## src/rtl/mem_port_arbiter.sv

```systemverilog
`default_nettype none
// ============================================================================
// Module   : mem_port_arbiter
// Purpose  : Shares one memory port between instruction fetch and load/store,
//            data-first with alternation; optional stall counters behind
//            the ARB_PERF_CNT_EN macro.
// Revision : 1.0 - initial release
// ============================================================================
module mem_port_arbiter #(
  parameter int DATA_W      = 32,
  parameter int ACK_TIMEOUT = 255
) (
  input  logic              clk,
  input  logic              rst_n,
  input  logic              if_req,
  input  logic [DATA_W-1:0] if_addr,
  output logic [DATA_W-1:0] if_rdata,
  output logic              if_valid,
  input  logic              d_read,
  input  logic              d_write,
  input  logic [DATA_W-1:0] d_addr,
  input  logic [DATA_W-1:0] d_wdata,
  output logic [DATA_W-1:0] d_rdata,
  output logic              d_valid,
  output logic              mem_req,
  output logic              mem_we,
  output logic [DATA_W-1:0] mem_addr,
  output logic [DATA_W-1:0] mem_wdata,
  input  logic [DATA_W-1:0] mem_rdata,
  input  logic              mem_ack,
  output logic              stall_if,
  output logic              stall_mem,
  output logic              err,
  output logic [31:0]       cnt_if_stall,
  output logic [31:0]       cnt_d_stall
);

  localparam int WAIT_W = (ACK_TIMEOUT < 2) ? 1 : $clog2(ACK_TIMEOUT + 1);
  localparam logic [DATA_W-1:0] TIMEOUT_DATA = DATA_W'(32'hDEADBEEF);

  typedef enum logic [1:0] {
    IDLE  = 2'd0,
    IBUSY = 2'd1,
    DBUSY = 2'd2,
    RESP  = 2'd3
  } state_t;

  state_t              state_q, state_d;
  logic                last_d_q, last_d_d;
  logic                mem_req_q, mem_req_d;
  logic                mem_we_q, mem_we_d;
  logic [DATA_W-1:0]   mem_addr_q, mem_addr_d;
  logic [DATA_W-1:0]   mem_wdata_q, mem_wdata_d;
  logic [DATA_W-1:0]   if_rdata_q, if_rdata_d;
  logic [DATA_W-1:0]   d_rdata_q, d_rdata_d;
  logic                if_valid_q, if_valid_d;
  logic                d_valid_q, d_valid_d;
  logic                err_q, err_d;
  logic [WAIT_W-1:0]   wait_q, wait_d;
  logic                d_pend;
  logic                timeout_hit;
  logic [DATA_W-1:0]   resp_data;

  assign d_pend      = d_read | d_write;
  assign timeout_hit = (ACK_TIMEOUT != 0) && (wait_q == WAIT_W'(ACK_TIMEOUT - 1));

  always_comb begin
    state_d     = state_q;
    last_d_d    = last_d_q;
    mem_req_d   = mem_req_q;
    mem_we_d    = mem_we_q;
    mem_addr_d  = mem_addr_q;
    mem_wdata_d = mem_wdata_q;
    if_rdata_d  = if_rdata_q;
    d_rdata_d   = d_rdata_q;
    if_valid_d  = 1'b0;
    d_valid_d   = 1'b0;
    err_d       = err_q;
    wait_d      = wait_q;
    resp_data   = mem_ack ? mem_rdata : TIMEOUT_DATA;

    case (state_q)
      IDLE: begin
        // Data wins unless it won last time and a fetch is waiting.
        if (d_pend && (!last_d_q || !if_req)) begin
          state_d     = DBUSY;
          mem_req_d   = 1'b1;
          mem_we_d    = d_write;
          mem_addr_d  = d_addr;
          mem_wdata_d = d_wdata;
          last_d_d    = 1'b1;
          wait_d      = '0;
          if (d_read && d_write) err_d = 1'b1;
        end else if (if_req) begin
          state_d     = IBUSY;
          mem_req_d   = 1'b1;
          mem_we_d    = 1'b0;
          mem_addr_d  = if_addr;
          mem_wdata_d = '0;
          last_d_d    = 1'b0;
          wait_d      = '0;
        end
      end
      IBUSY, DBUSY: begin
        if (mem_ack || timeout_hit) begin
          state_d   = RESP;
          mem_req_d = 1'b0;
          if (!mem_ack) err_d = 1'b1;
          if (state_q == IBUSY) begin
            if_valid_d = 1'b1;
            if_rdata_d = resp_data;
          end else begin
            d_valid_d = 1'b1;
            if (!mem_we_q) d_rdata_d = resp_data;
          end
        end else begin
          wait_d = wait_q + WAIT_W'(1);
        end
      end
      RESP:    state_d = IDLE;
      default: state_d = IDLE;
    endcase
  end

  always_ff @(posedge clk) begin
    if (!rst_n) begin
      state_q     <= IDLE;
      last_d_q    <= 1'b0;
      mem_req_q   <= 1'b0;
      mem_we_q    <= 1'b0;
      mem_addr_q  <= '0;
      mem_wdata_q <= '0;
      if_rdata_q  <= '0;
      d_rdata_q   <= '0;
      if_valid_q  <= 1'b0;
      d_valid_q   <= 1'b0;
      err_q       <= 1'b0;
      wait_q      <= '0;
    end else begin
      state_q     <= state_d;
      last_d_q    <= last_d_d;
      mem_req_q   <= mem_req_d;
      mem_we_q    <= mem_we_d;
      mem_addr_q  <= mem_addr_d;
      mem_wdata_q <= mem_wdata_d;
      if_rdata_q  <= if_rdata_d;
      d_rdata_q   <= d_rdata_d;
      if_valid_q  <= if_valid_d;
      d_valid_q   <= d_valid_d;
      err_q       <= err_d;
      wait_q      <= wait_d;
    end
  end

  assign mem_req   = mem_req_q;
  assign mem_we    = mem_we_q;
  assign mem_addr  = mem_addr_q;
  assign mem_wdata = mem_wdata_q;
  assign if_rdata  = if_rdata_q;
  assign d_rdata   = d_rdata_q;
  assign if_valid  = if_valid_q;
  assign d_valid   = d_valid_q;
  assign err       = err_q;

  // Stalls release in the valid cycle so the pipeline steps as RESP ends.
  assign stall_if  = if_req & ~if_valid_q;
  assign stall_mem = d_pend & ~d_valid_q;

`ifdef ARB_PERF_CNT_EN
  logic [31:0] cnt_if_q, cnt_if_d;
  logic [31:0] cnt_d_q, cnt_d_d;

  always_comb begin
    cnt_if_d = cnt_if_q;
    cnt_d_d  = cnt_d_q;
    if (stall_if && (cnt_if_q != 32'hFFFF_FFFF)) cnt_if_d = cnt_if_q + 32'd1;
    if (stall_mem && (cnt_d_q != 32'hFFFF_FFFF)) cnt_d_d = cnt_d_q + 32'd1;
  end

  always_ff @(posedge clk) begin
    if (!rst_n) begin
      cnt_if_q <= '0;
      cnt_d_q  <= '0;
    end else begin
      cnt_if_q <= cnt_if_d;
      cnt_d_q  <= cnt_d_d;
    end
  end

  assign cnt_if_stall = cnt_if_q;
  assign cnt_d_stall  = cnt_d_q;
`else
  assign cnt_if_stall = '0;
  assign cnt_d_stall  = '0;
`endif

endmodule
`default_nettype wire
```

## config.mk

```make
export PLATFORM = sky130hd
export DESIGN_NAME = mem_port_arbiter
export DESIGN_NICKNAME = d
export VERILOG_FILES = /design/src/rtl/mem_port_arbiter.sv
export SDC_FILE = /design/constraint.sdc
export NUM_CORES = 1
export LEC_CHECK = 0
export CORE_AREA = 5 5 138 140
export CTS_CLUSTER_SIZE = 40
export DETAILED_ROUTE_END_ITERATION = 7
export DIE_AREA = 0 0 143 145
export PLACE_DENSITY_LB_ADDON = 0.05
export SLEW_MARGIN = 5
export SYNTH_ARGS = -nofsm -noshare
export SYNTH_HDL_FRONTEND = slang
export SYNTH_SLANG_ARGS = --single-unit
export TNS_END_PERCENT = 30
```

## constraint.sdc

```tcl
create_clock -name clk -period 1.7 [get_ports clk]
set_input_delay 0.51 -clock clk [delete_from_list [all_inputs] [get_ports clk]]
set_output_delay 0.51 -clock clk [all_outputs]
set_load 0.02 [all_outputs]
```

==> results_dict.tcl, run 1 <==
set metrics [dict create \
    place_ws_ns -0.722 \
    synth_top_area_share_pct 47.8 \
    critPathTopFamily "simple AND/OR/NAND/NOR gates" \
    rows 49 \
    io-pin-count 333 \
    first_pass_iters 4 \
    status "finished with violations" \
    r2r-start "wait_q[5]$_SDFFE_PN0P_" \
    dpl_cell_area_mm2 0.00908 \
    ir_drop_mv 0.862 \
    grt_pass1_vias 5742 \
    worst-endpoint-arrival_ns 2.10 \
    worst_clock_skew_ns 0.00714 \
    grt_max_degree 70 \
    hold_end "d_rdata[29]$_SDFFE_PN0P_" \
    violations "setup timing" \
    power_w 0.0157 \
    dp_hpwl_um 14600 \
    clockBufferDepth 2 \
    cts_made_buffers 17 \
    syn_area_mm2 0.00603 \
    ys_warn_count 0 \
    fin_nets 1079 \
    slew_headroom_pct 58.7 \
    cts_sinks 144 \
    fp.dieH_um 145 \
    stdcell_area_mm2 0.00994 \
    min-delay-start "d_rdata[29]$_SDFFE_PN0P_" \
    max_cap_viol_count 0 \
    antenna_found_initial 0 \
    layout-drive-gt1-share_pct 20.8 \
    max_stage_delay_ns 0.50 \
    wirelength_um 19800 \
    via_per_inst 4.73 \
    synthDistinctLibCells 46 \
    required_ns 2.05 \
    rsz0062_at_grt "yes" \
    synth_edf_count 0 \
    root_buffer "clkbuf_16" \
    avgSynthCellArea_um2 9.45 \
    whs_path_depth 2 \
    cts_hold_buffers 0 \
    cp-start-kind "register" \
    ys.flop_type "dfxtp_1" \
    instances_no_fill 1182 \
    first_iter_violations 277 \
    n_antenna_cell 0 \
    grt_first_pass_wirelength_um 30600 \
    slowest_stage "or4_4" \
    die-area_mm2 0.0207 \
    r2r_end "d_rdata[13]$_SDFFE_PN0P_" \
    power_density_mw_per_mm2 1580 \
    crit_chain "and4_4 > a41oi_4 > buf_6 > or4_4 > buf_12 > a21oi_2" \
    wl_per_cell_um 16.7 \
    slew_viol_final 0 \
    worstMarginPinSlew_ns 0.618 \
    dp_cells 1139 \
    worstRegToRegCells 6 \
    final_hold_viol_count 0 \
    grt_use_total_pct 18.4 \
    synth_area_leaders "dfxtp_1, buf_4, nor2_1, mux2i_1, o221a_2" \
    die_width_um 143 \
    endpoint_kind "register" \
    clock.fmax_ghz 0.573 \
    gp_congestion 0.796 \
    p_leak_nw 4.47 \
    async_flop_share_pct 0 \
    area_delta_synth_final_pct 64.8 \
    ys_seq_area_share_pct 47.8 \
    crit_type "reg -> reg" \
    place.port_buffers 268 \
    setup_viol 23 \
    route.detailed.drc 0 \
    yosysTopAreaCell "dfxtp_1" \
    insertion_delay_ns 0.41 \
    synth_most_common_cell "dfxtp_1" \
    r2r_setup_slack_ns -0.05 \
    synth_seq_cells 144 \
    crit_fanout 6 \
    netlist_instances 638 \
    grt_overflow 0 \
    min_path_type "reg -> reg" \
    dr_total_vias 5591 \
    finalCriticalPeriod_ns 1.75 \
    h-tree-depth 4 \
    yosys-top-cells-count "dfxtp_1, nor2_1, buf_4" \
    min_period_over_period_pct 103 \
    clk_pin_slew_ns 0.06 \
    ant_nets 0 \
    cts_tree "done" \
    core_mm2 0.0177 \
    start_util_pct 34.0 \
    cp.buffers_inverters 2 \
    fin_ws_ns -0.0460 \
]
[per-stage QoR]
stage	hold slack [ns]	TNS, ns	util, %
6_report	0.458	-0.747	56.1
5_1_grt	0.475	-2.65	56.1
4_1_cts	0.457	-1.04	55.2
3_5_place_dp	0.448	-68.04	51.2
3_3_place_gp	0.442	-64.90	51.2
2_1_floorplan	0.449	-0.323	-
[report_power, final]
group | internal [W] | leakage (nW) | switching [W] | total, W
Sequential | 0.00425 | 1.18 | 0.000448 | 0.00470
Clock | 0.00240 | 0.299 | 0.00140 | 0.00379
Combinational | 0.00321 | 2.99 | 0.00398 | 0.00719
Total | 0.00986 | 4.47 | 0.00583 | 0.0157
[worst max-delay path by stage]
stage / from / to / slack, ns / depth (start not counted)
2_1_floorplan: state_q[0]$_SDFFE_PN0P_ / d_rdata[14]$_SDFFE_PN0P_ / -0.03 / 6
3_5_place_dp: mem_ack / if_rdata[14]$_SDFFE_PN0P_ / -0.72 / 5
4_1_cts: if_req / stall_if / -0.21 / 3
3_3_place_gp: mem_ack / if_rdata[17]$_SDFFE_PN0P_ / -0.69 / 5
5_1_grt: wait_q[4]$_SDFFE_PN0P_ / d_rdata[28]$_SDFFE_PN0P_ / -0.11 / 6
6_report: wait_q[5]$_SDFFE_PN0P_ / d_rdata[13]$_SDFFE_PN0P_ / -0.05 / 6
[logic make-up after synthesis]
family	synth area share (%)
buf+inv	11.4
simple gates	12.7
other cells	0.0622
flops	47.8
compound gates	21.9
mux	5.31
fa+ha+maj	0.830
[registers in the layout, summed over array words and instances (netlist names), 2 cells and up]
name	count
d_rdata	32
if_rdata	32
mem_addr	32
mem_wdata	32
state_q	2
wait_q	8
[cells in the final DEF (no fill, tap or decap), drive strengths merged, types with 3 or more instances in the layout]
| master | count |
|---|---|
| mux2i | 32 |
| clkinv | 3 |
| o22ai | 7 |
| a22oi | 32 |
| and3 | 3 |
| a22o | 9 |
| a211oi | 32 |
| nand2 | 53 |
| ha | 4 |
| a21oi | 30 |
| nand4 | 3 |
| nor2 | 99 |
| a41oi | 3 |
| o221a | 26 |
| dlygate4sd2 | 123 |
| clkdlybuf4s50 | 129 |
| buf | 65 |
| and2 | 3 |
| inv | 6 |
| dfxtp | 144 |
| o21ai | 5 |
| nand3 | 7 |
| clkdlybuf4s15 | 11 |
| conb | 64 |
| nor3 | 3 |
| a31oi | 5 |
| clkbuf | 25 |
[final cells by class]
class / instances / area, µm²
clock buffer: 24 / 512
clock inverter: 7 / 98.8
fill: 1620 / 7780
inverter: 5 / 18.8
multi-input combinational: 443 / 2940
sequential: 144 / 2890
tap: 229 / 287
timing repair buffer: 330 / 3190
[timing repair]
item | CTS | global route
setup endpoints to repair | 212 | 134
gates cloned | 2 | 0
buffers inserted | 7 | 3
pin swaps | 7 | 17
gates resized for setup | 184 | 47
[metal layers]
| metal | up-vias | wire [µm] | track usage (%) |
|---|---|---|---|
| met1 | 2600 | 7860 | 21.5 |
| met3 | 15 | 2060 | 8.49 |
| li1 | 2755 | - | - |
| met2 | 221 | 9580 | 30.4 |
| met5 | - | 0 | 0 |
| met4 | 0 | 247 | 5.09 |
[tightest hold or removal path, cell delays in order, from the launching register on]
cell and delay [ns]:
dfxtp_1 0.31, nand2_1 0.05, o21ai_0 0.06
No activity file was read; power rests on OpenSTA's default activity.
==> inputs of run 2 (changes only) <==
- clock period: 1.7 -> 1.55 ns (I/O delays scaled with it)
==> run 2 against run 1 <==
Compared with the run above:
- the run still ends with setup timing left
- sequential power increased by 10%
- highest routed layer unchanged
- critical path depth unchanged
- register-to-register slack got worse by 0.07 ns
- die area unchanged
- clock power increased by 5.5%
- utilization decreased by 0.85 points
- design area decreased by 1.5%
- sequential cell count unchanged
==> results_dict.tcl, run 2 (synthesis gave the netlist of run 1 again) <==
set metrics [dict create \
    power_density_mw_per_mm2 1760 \
    worst-endpoint-arrival_ns 2.01 \
    h-tree-depth 4 \
    crit_fanout 23 \
    fin_nets 1077 \
    ant_nets 0 \
    first_iter_violations 196 \
    min_path_type "reg -> reg" \
    clk_pin_slew_ns 0.06 \
    layout-drive-gt1-share_pct 32.8 \
    gp_congestion 0.790 \
    fill_cells 1601 \
    ir_drop_mv 1.01 \
    cp-start-kind "register" \
    grt_first_pass_wirelength_um 29700 \
    fin_ws_ns -0.115 \
    crit_type "reg -> reg" \
    top_usage_layer "met2" \
    power_w 0.0172 \
    multiInputGateArea_mm2 0.00290 \
    n_antenna_cell 0 \
    min-delay-start "d_rdata[0]$_SDFFE_PN0P_" \
    clock.fmax_ghz 0.601 \
    route.detailed.drc 0 \
    final_hold_viol_count 0 \
    cts_made_buffers 17 \
    grt_pass1_vias 5758 \
    wl_per_cell_um 16.3 \
    required_ns 1.90 \
    critPathTopFamily "simple AND/OR/NAND/NOR gates" \
    clockBufferDepth 2 \
    start_util_pct 34.0 \
    die_width_um 143 \
    gr-usage-met1_pct 20.8 \
    slew_viol_final 0 \
    cp.buffers_inverters 2 \
    cts_sinks 144 \
    setup_viol 43 \
    finalCriticalPeriod_ns 1.66 \
    grt_use_total_pct 17.5 \
    met2_usage_pct 29.6 \
    io-pin-count 333 \
    rows 49 \
    fp.dieH_um 145 \
    slowest_stage "or4_4" \
    p_leak_nw 4.07 \
    cts_tree "done" \
    grt_overflow 0 \
    min_period_over_period_pct 107 \
    post-route-util_pct 55.2 \
    r2r-start "state_q[0]$_SDFFE_PN0P_" \
    crit_chain "inv_2 > ha_4 > nand2_4 > or4_4 > buf_12 > a21oi_2" \
    insertion_delay_ns 0.42 \
    wirelength_um 19200 \
    layout_commonest_cell "dfxtp_1" \
    die-area_mm2 0.0207 \
    grt_use_met3_pct 7.24 \
    status "finished with violations" \
    max_stage_delay_ns 0.49 \
    core_mm2 0.0177 \
    rsz0062_at_grt "yes" \
    layout_common_cells "dfxtp_1, clkdlybuf4s50_1, nor2_1" \
    violations "setup timing" \
    r2r_setup_slack_ns -0.11 \
    max_cap_viol_count 0 \
    cts_hold_buffers 0 \
    first_pass_iters 5 \
    grt_max_degree 57 \
    endpoint_kind "register" \
    place.port_buffers 268 \
    worst_clock_skew_ns 0.00736 \
    crit_start "state_q[0]$_SDFFE_PN0P_" \
    root_buffer "clkbuf_16" \
    via_per_inst 4.70 \
    antenna_found_initial 0 \
    holdWs_ns 0.464 \
    area_delta_synth_final_pct 62.3 \
    seqCellArea_mm2 0.00289 \
    dp_hpwl_um 14200 \
    dr_total_vias 5552 \
]
## run 2: layer usage
| layer | part of all wire (%) | vias up |
|---|---|---|
| li1 | - | 2756 |
| met1 | 41 | 2580 |
| met2 | 49 | 204 |
| met3 | 9.5 | 12 |
| met4 | 0.71 | 0 |
| met5 | 0 | - |
## run 2: power breakdown
part	switching, W	leakage, nW	internal (W)
registers	0.000511	1.18	0.00466
clock network	0.00159	0.280	0.00241
logic	0.00436	2.61	0.00371
total	0.00646	4.07	0.0108
## run 2: final timing paths
kind,to,cells after the start
min,d_rdata[0]$_SDFFE_PN0P_,2
max reg2reg,d_rdata[30]$_SDFFE_PN0P_,6
min reg2reg,d_rdata[0]$_SDFFE_PN0P_,2
max,d_rdata[30]$_SDFFE_PN0P_,6
## run 2: layout make-up
| cell class | instances | area share (%) |
|---|---|---|
| well taps | 229 | 2.93 |
| inverters | 5 | 0.192 |
| multi-input cells | 444 | 29.7 |
| repair buffers | 327 | 31.8 |
| flip-flops and latches | 144 | 29.5 |
| clock inverters | 13 | 1.41 |
| clock buffers | 19 | 4.53 |
## run 2: per-stage QoR
stage / setup WS, ns / std cells / cell area, µm² / TNS, ns
after CTS: -0.128 / 1173 / 9860 / -2.53
after detailed placement: -0.659 / 1141 / 9180 / -67.64
final: -0.115 / 1181 / 9790 / -2.19
after global routing: -0.167 / 1181 / 9790 / -5.50
after global placement: -0.629 / 1141 / 9180 / -62.71
after floorplan: -0.0499 / 701 / 6340 / -1.99
## run 2: timing repair
item / CTS / global route
endpoints found under the setup margin: 248 / 174
setup buffers: 0 / 3
pin swaps: 2 / 4
cloned: 0 / 5
resized for setup: 374 / 90
## run 2: worst min-delay path, cell delays in order (launching register included)
cell and delay, ns:
dfxtp_1 0.31, nand2_1 0.05, a21oi_1 0.05
==> inputs of run 3 (changes only) <==
- clock period: 1.55 -> 1.4 ns (I/O delays scaled with it)
==> run 3 against run 2 <==
Compared with the run above:
- the run still ends with setup timing left
- die area did not move
- via count grew 1.9%
- largest power group unchanged
- sequential cell count is the same
- first-iteration DRC count is 15% lower
- design area down 2.4%
- power rose by 10%
==> results_dict.tcl, run 3 (synthesis gave the netlist of run 1 again) <==
set metrics [dict create \
    place.port_buffers 268 \
    io-pin-count 333 \
    h-tree-depth 4 \
    ir_drop_mv 0.983 \
    dr_wl_met3_um 2020 \
    wl_per_cell_um 17.0 \
    dr_wl_met2_um 10100 \
    p_int_w 0.0117 \
    cp-start-kind "register" \
    via_per_inst 4.76 \
    fin_tns_setup_ns -14.61 \
    cts_sinks 144 \
    fill_cells 1638 \
    fin_nets 1084 \
    root_buffer "clkbuf_16" \
    max_cap_viol_count 0 \
    die-area_mm2 0.0207 \
    power_w 0.0190 \
    combPwrFrac_pct 46.3 \
    gp_congestion 0.807 \
    grt_first_pass_wirelength_um 31500 \
    fp.dieH_um 145 \
    min_period_over_period_pct 118 \
    layout_common_cells "dfxtp_1, clkdlybuf4s50_1, buf_2" \
    violations "setup timing" \
    power_density_mw_per_mm2 1990 \
    antenna_found_initial 0 \
    clockBufferDepth 2 \
    ant_nets 0 \
    highest_layer "met4" \
    instances_no_fill 1188 \
    area_delta_synth_final_pct 58.3 \
    wl_met1_um 7670 \
    cts_tree "done" \
    insertion_delay_ns 0.42 \
    rows 49 \
    grt_max_degree 61 \
    cts_hold_buffers 0 \
    worst-endpoint-arrival_ns 1.95 \
    status "finished with violations" \
    seq_power_share_pct 30.2 \
    finalCriticalPeriod_ns 1.65 \
    slew_viol_final 0 \
    netSwitchingFraction_pct 38.3 \
    route.detailed.drc 0 \
    fin_ws_ns -0.252 \
    crit_type "reg -> reg" \
    endpoint_kind "register" \
    core_mm2 0.0177 \
    clk_pin_slew_ns 0.06 \
    layout-drive-gt1-share_pct 35.9 \
    setup_viol 75 \
    n_antenna_cell 0 \
    start_util_pct 34.0 \
    whs_path_depth 2 \
    worstMarginPinSlew_ns 0.602 \
    dr_total_vias 5658 \
    slew_headroom_pct 59.9 \
    first_pass_iters 5 \
    grt_pass1_vias 5896 \
    rsz0062_at_grt "yes" \
    dp_hpwl_um 14800 \
    p_leak_nw 4.20 \
    clock.fmax_ghz 0.605 \
    wirelength_um 20200 \
    final_hold_viol_count 0 \
    required_ns 1.70 \
    worstRegToRegCells 7 \
    p_sw_w 0.00728 \
    min_path_type "reg -> reg" \
    cts_made_buffers 17 \
    first_iter_violations 166 \
    grt_overflow 0 \
    die_width_um 143 \
    clkPwrFrac_pct 23.6 \
    worst_clock_skew_ns 0.00843 \
    layout_commonest_cell "dfxtp_1" \
    dp_cells 1144 \
    crit_fanout 7 \
    grt_use_total_pct 18.7 \
]
[run 3: cell types whose count changed in the layout (fill, tap and decap cells not counted), moves of 5 or more]
cell             previous run  this run
buf_2                      18       112
clkdlybuf4s15_2            63         0
clkbuf_2                   50         1
buf_4                      40        67
dfxtp_1                   139       133
o22ai_1                     7         1
o22ai_2                     0         6
dfxtp_2                     5        10
[run 3: metrics by stage]
| step | util, % | worst slack, ns | hold slack, ns | cell area, µm² |
|---|---|---|---|---|
| 2_1_floorplan | - | -0.202 | 0.452 | 6430 |
| 3_3_place_gp | 51.9 | -0.742 | 0.446 | 9190 |
| 3_5_place_dp | 51.9 | -0.776 | 0.454 | 9190 |
| 4_1_cts | 51.9 | -0.262 | 0.458 | 9190 |
| 5_1_grt | 53.9 | -0.319 | 0.483 | 9550 |
| 6_report | 53.9 | -0.252 | 0.464 | 9550 |
[run 3: what timing repair did]
item / CTS / global route
gates cloned: 0 / 2
endpoints found under the setup margin: 277 / 147
endpoints found under the hold margin: 0 / 0
buffers inserted: 2 / 9
gates resized for setup: 568 / 68
pin swaps: 8 / 33
[run 3: critical path: stages (launching register included)]
cell and delay, ns:
dfxtp_2 0.34, and4_4 0.27, a41oi_4 0.17, buf_6 0.16, nor2_4 0.22, buf_12 0.17, buf_8 0.13, o22ai_1 0.07
[run 3: worst paths after layout]
check	to	slack, ns	from
hold reg to reg	d_rdata[7]$_SDFFE_PN0P_	0.46	d_rdata[7]$_SDFFE_PN0P_
setup / recovery	if_rdata[4]$_SDFFE_PN0P_	-0.25	wait_q[2]$_SDFFE_PN0P_
setup reg to reg	if_rdata[4]$_SDFFE_PN0P_	-0.25	wait_q[2]$_SDFFE_PN0P_
hold / removal	d_rdata[7]$_SDFFE_PN0P_	0.46	d_rdata[7]$_SDFFE_PN0P_
[run 3: area by class of cell]
cell class	count	area (µm²)	area share, %
clock buffers	19	443	4.64
flip-flops and latches	144	2900	30.4
well taps	229	287	3.00
inverters	5	18.8	0.197
repair buffers	335	2770	29.0
multi-input cells	443	3000	31.4
clock inverters	13	136	1.43
[run 3: power groups by stage]
stage / clock network [W] / registers [W] / logic, W
finish: 0.00447 / 0.00572 / 0.00878
floorplan: 0 / 0.00694 / 0.00364
CTS: 0.00459 / 0.00572 / 0.00824
detailed placement: 0 / 0.00581 / 0.00878
global placement: 0 / 0.00577 / 0.00873
global route: 0.00477 / 0.00586 / 0.00954
[run 3: per-layer routing]
layer | vias up | GRT usage (%)
li1 | 2761 | -
met1 | 2643 | 20.7
met2 | 226 | 31.9
met3 | 28 | 8.19
met4 | 0 | 6.32
met5 | - | 0
